===== config.mk =====
export PLATFORM = sky130hd
export DESIGN_NAME = pipeline_hazard_ctrl
export DESIGN_NICKNAME = d
export VERILOG_FILES = /design/src/rtl/hazard_ctrl_pkg.sv /design/src/rtl/pipeline_hazard_ctrl_load_use_detect.sv /design/src/rtl/pipeline_hazard_ctrl.sv
export SDC_FILE = /design/constraint.sdc
export NUM_CORES = 1
export LEC_CHECK = 0
export CAP_MARGIN = 30
export CORE_MARGIN = 3
export CORE_UTILIZATION = 50
export CTS_CLUSTER_SIZE = 24
export DETAILED_ROUTE_END_ITERATION = 16
export PLACE_DENSITY = 0.84
export SLEW_MARGIN = 25
export SYNTH_ARGS = -nofsm -noshare
export SYNTH_HDL_FRONTEND = slang
export SYNTH_HIERARCHICAL = 1
export SYNTH_SLANG_ARGS = --single-unit

===== constraint.sdc =====
create_clock -name clk -period 2.5 [get_ports clk]
set_input_delay 0.5 -clock clk [delete_from_list [all_inputs] [get_ports clk]]
set_output_delay 0.5 -clock clk [all_outputs]
set_load 0.02 [all_outputs]

===== src/rtl/hazard_ctrl_pkg.sv =====
// Shared types for the pipeline hazard controller: register-field width, FSM states, control bundle.
package hazard_ctrl_pkg;
  localparam int REG_W = 5;
  localparam logic [REG_W-1:0] REG_ZERO = '0;

  typedef enum logic [1:0] {
    IDLE = 2'd0,
    WAIT = 2'd1,
    ERR  = 2'd2
  } state_e;

  // Write-enables and flushes for the pipeline registers, in one bundle.
  typedef struct packed {
    logic pc_we;
    logic ifid_we;
    logic ifid_flush;
    logic idex_we;
    logic idex_flush;
    logic exmem_we;
    logic memwb_flush;
  } ctrl_t;
endpackage


===== src/rtl/pipeline_hazard_ctrl_load_use_detect.sv =====
// Load-use hazard compare: EX load whose destination feeds an ID source operand.
module load_use_detect
  import hazard_ctrl_pkg::*;
(
  input  logic [REG_W-1:0] id_rs,
  input  logic [REG_W-1:0] id_rt,
  input  logic             id_uses_rt,
  input  logic [REG_W-1:0] ex_rd,
  input  logic             ex_mem_read,
  output logic             load_use
);
  // $zero is never a real dependency.
  assign load_use = ex_mem_read && (ex_rd != REG_ZERO) &&
                    ((ex_rd == id_rs) || (id_uses_rt && (ex_rd == id_rt)));
endmodule


===== src/rtl/pipeline_hazard_ctrl.sv =====
// Stall/flush sequencer: load-use bubbles, branch/jump flushes, data-memory wait FSM with timeout.
module pipeline_hazard_ctrl
  import hazard_ctrl_pkg::*;
#(
  parameter int unsigned TIMEOUT = 256,
  parameter int unsigned CNT_W   = 32
) (
  input  logic             clk,
  input  logic             reset,
  input  logic [REG_W-1:0] id_rs,
  input  logic [REG_W-1:0] id_rt,
  input  logic             id_uses_rt,
  input  logic             id_jump,
  input  logic [REG_W-1:0] ex_rd,
  input  logic             ex_mem_read,
  input  logic             ex_br_taken,
  input  logic             mem_mem_read,
  input  logic             mem_mem_write,
  input  logic             dmem_ready,
  output logic             dmem_req,
  output logic             pc_we,
  output logic             ifid_we,
  output logic             ifid_flush,
  output logic             idex_we,
  output logic             idex_flush,
  output logic             exmem_we,
  output logic             memwb_flush,
  output logic             bus_error,
  output logic [CNT_W-1:0] stall_cycles
);
  localparam logic [15:0] TO = 16'(TIMEOUT);

  state_e            state_q, state_d;
  logic [15:0]       wait_cnt_q, wait_cnt_d;
  logic              bus_err_q, bus_err_d;
  logic [CNT_W-1:0]  stall_q;
  logic              load_use, mem_acc, mstall;
  ctrl_t             ctrl;

  load_use_detect u_lud (
    .id_rs       (id_rs),
    .id_rt       (id_rt),
    .id_uses_rt  (id_uses_rt),
    .ex_rd       (ex_rd),
    .ex_mem_read (ex_mem_read),
    .load_use    (load_use)
  );

  assign mem_acc = mem_mem_read | mem_mem_write;
  assign mstall  = ((state_q == IDLE) && mem_acc && !dmem_ready) ||
                   ((state_q == WAIT) && !dmem_ready) ||
                   (state_q == ERR);

  always_comb begin
    state_d    = state_q;
    wait_cnt_d = wait_cnt_q;
    bus_err_d  = bus_err_q;
    case (state_q)
      IDLE: if (mem_acc && !dmem_ready) begin
        state_d    = WAIT;
        wait_cnt_d = 16'd1;
      end
      WAIT: begin
        if (dmem_ready) state_d = IDLE;
        else if (wait_cnt_q == TO) begin
          state_d   = ERR;
          bus_err_d = 1'b1;
        end else wait_cnt_d = wait_cnt_q + 16'd1;
      end
      ERR:     state_d = ERR;
      default: state_d = IDLE;
    endcase
  end

  // Priority mux; everything is forced low while reset is held.
  always_comb begin
    ctrl = '{pc_we: 1'b1, ifid_we: 1'b1, ifid_flush: 1'b0, idex_we: 1'b1,
             idex_flush: 1'b0, exmem_we: 1'b1, memwb_flush: 1'b0};
    if (!reset)          ctrl = '0;
    else if (mstall)     ctrl = '{pc_we: 1'b0, ifid_we: 1'b0, ifid_flush: 1'b0, idex_we: 1'b0,
                                  idex_flush: 1'b0, exmem_we: 1'b0, memwb_flush: 1'b1};
    else if (ex_br_taken) begin
      ctrl.ifid_flush = 1'b1;
      ctrl.idex_flush = 1'b1;
    end else if (load_use) begin
      ctrl.pc_we      = 1'b0;
      ctrl.ifid_we    = 1'b0;
      ctrl.idex_flush = 1'b1;
    end else if (id_jump) ctrl.ifid_flush = 1'b1;
  end

  always_ff @(posedge clk or negedge reset) begin
    if (!reset) begin
      state_q    <= IDLE;
      wait_cnt_q <= '0;
      bus_err_q  <= 1'b0;
      stall_q    <= '0;
    end else begin
      state_q    <= state_d;
      wait_cnt_q <= wait_cnt_d;
      bus_err_q  <= bus_err_d;
      if (!ctrl.pc_we && (stall_q != {CNT_W{1'b1}})) stall_q <= stall_q + CNT_W'(1);
    end
  end

  assign dmem_req     = reset && mem_acc && (state_q != ERR);
  assign pc_we        = ctrl.pc_we;
  assign ifid_we      = ctrl.ifid_we;
  assign ifid_flush   = ctrl.ifid_flush;
  assign idex_we      = ctrl.idex_we;
  assign idex_flush   = ctrl.idex_flush;
  assign exmem_we     = ctrl.exmem_we;
  assign memwb_flush  = ctrl.memwb_flush;
  assign bus_error    = bus_err_q;
  assign stall_cycles = stall_q;
endmodule

==> flow_summary.json, run 1 <==
{
  "status": "completed",
  "period_share_pct": 98.7,
  "yosys.area_share.simple_pct": 26.9,
  "endpoint_kind": "output port",
  "power_density_nw_per_um2": 369,
  "grt_pass1_vias": 2501,
  "async_reset_ff_share_pct": 100,
  "area_growth_pct": 38.2,
  "drc": 0,
  "drive_above_1_share_pct": 19.0,
  "grt_max_degree": 49,
  "wl_microns": 6980,
  "n_antenna_cell": 0,
  "clk_pin_slew_ns": 0.08,
  "fin_crit_ns": 2.47,
  "ir_drop_mv": 0.286,
  "synthFlopType": "dfrtp_1",
  "critPathRequiredTime_ns": 2.00,
  "crit_start": "dmem_ready",
  "reg2reg_slack_ns": 0.44,
  "synth_area_per_cell_sq_um": 9.59,
  "critPathMaxFanout": 6,
  "whs_ns": 0.0388,
  "viasPerCell": 5.55,
  "synth_cells": 291,
  "via_count": 2526,
  "tightest_slew_ns": 0.616,
  "core_sq_um": 5240,
  "die_y_microns": 80.7,
  "synth_cell_types": 43,
  "max_stage_delay_ns": 0.51,
  "rows": 26,
  "yosys-mux-area-fraction_pct": 1.21,
  "cpMaxStageDelayCell": "clkdlybuf4s50_1",
  "clockBufferDepth": 2,
  "setup_viol": 0,
  "rsz0062_at_grt": "yes",
  "dp_hpwl_microns": 5160,
  "grt_pass1_wl_microns": 11500,
  "ant_nets": 0,
  "grt_antenna_before_repair": 0,
  "fin_skew_ns": 0.00616,
  "gp_congestion": 0.852,
  "dieArea_sq_um": 6510,
  "hp-class": "primary input to async pin",
  "worstReg2RegStart": "stall_cycles[24]",
  "p_leak_nw": 1.72,
  "r2r_end": "stall_cycles[17]",
  "io_pins": 65,
  "fill_cells": 348,
  "drv_slew": 0,
  "relSlewSlack_pct": 58.6,
  "fin_cells": 455,
  "worstPathArrival_ns": 1.97,
  "synthAdderAreaFrac_pct": 1.35,
  "most-common-layout-cells": "dfrtp_1, clkdlybuf4s50_1, xor2_1",
  "grt_use_total_pct": 22.7,
  "clock_tree.root_cell": "clkbuf_8",
  "r2r_cells": 6,
  "synth_nets": 318,
  "grt-ovfl-total": 0,
  "drt_pre_antenna_iters": 4,
  "syn_area_sq_um": 2790,
  "final_nets": 411,
  "wl_per_cell_microns": 15.3,
  "dp.cells": 444,
  "numCtsBuffers": 5,
  "timing_hold_violations_final": 0,
  "synthXorXnorAreaFrac_pct": 14.4,
  "cts_sinks": 51,
  "insertion_delay_ns": 0.30,
  "max_freq_ghz": 0.405,
  "synth_edf_count": 0,
  "synth_top_family_by_area": "simple AND/OR/NAND/NOR gates",
  "seq_area_frac_synth_pct": 45.7,
  "synth-compound-area-share_pct": 7.44,
  "die_w_microns": 80.7,
  "path_class": "primary input to output port",
  "crit_chain": "clkdlybuf4s50_1 -> o311ai_4 -> buf_6 -> inv_1 -> dlygate4sd2_1",
  "layout_commonest_cell": "dfrtp_1",
  "io_buffers": 64,
  "cp-start-kind": "primary input",
  "yosys_warnings": 6,
  "start_util_pct": 53.3,
  "cts_tree": "built",
  "cap_violations": 0,
  "ys_ff_latch": 51,
  "drtIter0Drc": 142,
  "cts.htree.levels": 2
}
where the power goes:
group	internal (mW)	leakage, nW	switching [mW]	total (mW)
Combinational	0.0498	1.00	0.0486	0.0983
Clock	0.253	0.0515	0.248	0.501
Sequential	0.824	0.666	0	0.824
Total	1.13	1.72	0.297	1.42
per-layer routing:
metal	wire (microns)	share of wire, %	track usage (%)
met1	2980	43	30.1
met2	3550	51	37.7
met3	349	5.0	4.04
met4	95	1.4	7.43
met5	0	0	0
kinds of logic after synthesis:
family | after synthesis
AOI/OAI and AO/OA | 30
DFF | 51
adders and majority gates | 3
xor gates and xnor gates | 46
buffers and inverters | 19
muxes | 3
and+or+nand+nor | 139
worst max-delay path, delay by kind of cell:
| kind | cells | cell delay, ns |
|---|---|---|
| compound gates | 1 | 0.41 |
| buf+inv | 4 | 1.05 |
worst max path at each step:
stage / to / slack (ns)
after floorplan: ifid_flush / 0.04
after global placement: pc_we / -0.66
after detailed placement: pc_we / -0.77
after CTS: pc_we / -0.05
after global routing: ifid_flush / -0.03
final: idex_we / 0.03
metrics by stage:
step	utilization (%)	TNS [ns]	total power [mW]	area, sq um	setup WS, ns
floorplan	-	0	0.862	2790	0.0409
global placement	70.1	-11.34	0.934	3670	-0.664
detailed placement	70.1	-17.03	0.937	3670	-0.773
CTS	73.2	-0.125	1.44	3830	-0.0491
global route	73.6	-0.169	1.49	3850	-0.0349
finish	73.6	0	1.42	3850	0.0327
cell type report:
class / count / area [sq um] / share of cell area [%]
clock buffers: 8 / 100 / 2.60
inverters: 12 / 45.0 / 1.17
multi-input cells: 221 / 1510 / 39.1
flip-flops and latches: 51 / 1280 / 33.1
well taps: 70 / 87.6 / 2.27
repair buffers: 93 / 837 / 21.7
sequential cells by signal (all words and copies together) (netlist names):
register      flops
stall_cycles     32
bus_error         1
wait_cnt_q       16
state_q           2
cells in the mapped netlist (all sizes together) (2+ instances only):
cell type | number | share of area [%]
nor4b | 5 | 1.8
or4 | 2 | 0.67
nor3 | 24 | 4.7
nand2 | 23 | 3.1
ha | 3 | 1.3
clkbuf | 3 | 0.40
nand4 | 13 | 3.1
nor2b | 5 | 1.1
mux2 | 3 | 1.2
o31ai | 5 | 1.3
dfrtp | 51 | 46
nand2b | 2 | 0.45
buf | 4 | 0.90
xor2 | 40 | 13
inv | 12 | 1.6
nor4 | 12 | 2.9
o21ai | 15 | 2.7
xnor2 | 6 | 1.9
nand3 | 16 | 2.9
and3 | 5 | 1.1
nor2 | 27 | 3.6
repair_timing:
item,in CTS,in global routing
cloned,0,0
endpoints found under the hold margin,0,0
hold buffers,0,0
pin swaps,8,12
endpoints found under the setup margin,36,18
gates resized for setup,55,32
buffers inserted,5,0
(Power assumes the default switching activity.)
==> inputs of run 2 (changes only) <==
--- a/config.mk
+++ b/config.mk
@@ -5,7 +5,7 @@
 export SDC_FILE = /design/constraint.sdc
 export NUM_CORES = 1
 export LEC_CHECK = 0
-export CAP_MARGIN = 30
+export CAP_MARGIN = 20
 export CORE_MARGIN = 3
 export CORE_UTILIZATION = 50
 export CTS_CLUSTER_SIZE = 24
==> results of run 2 <==
No change in the layout: final DEF, timing and power equal those of run 1.
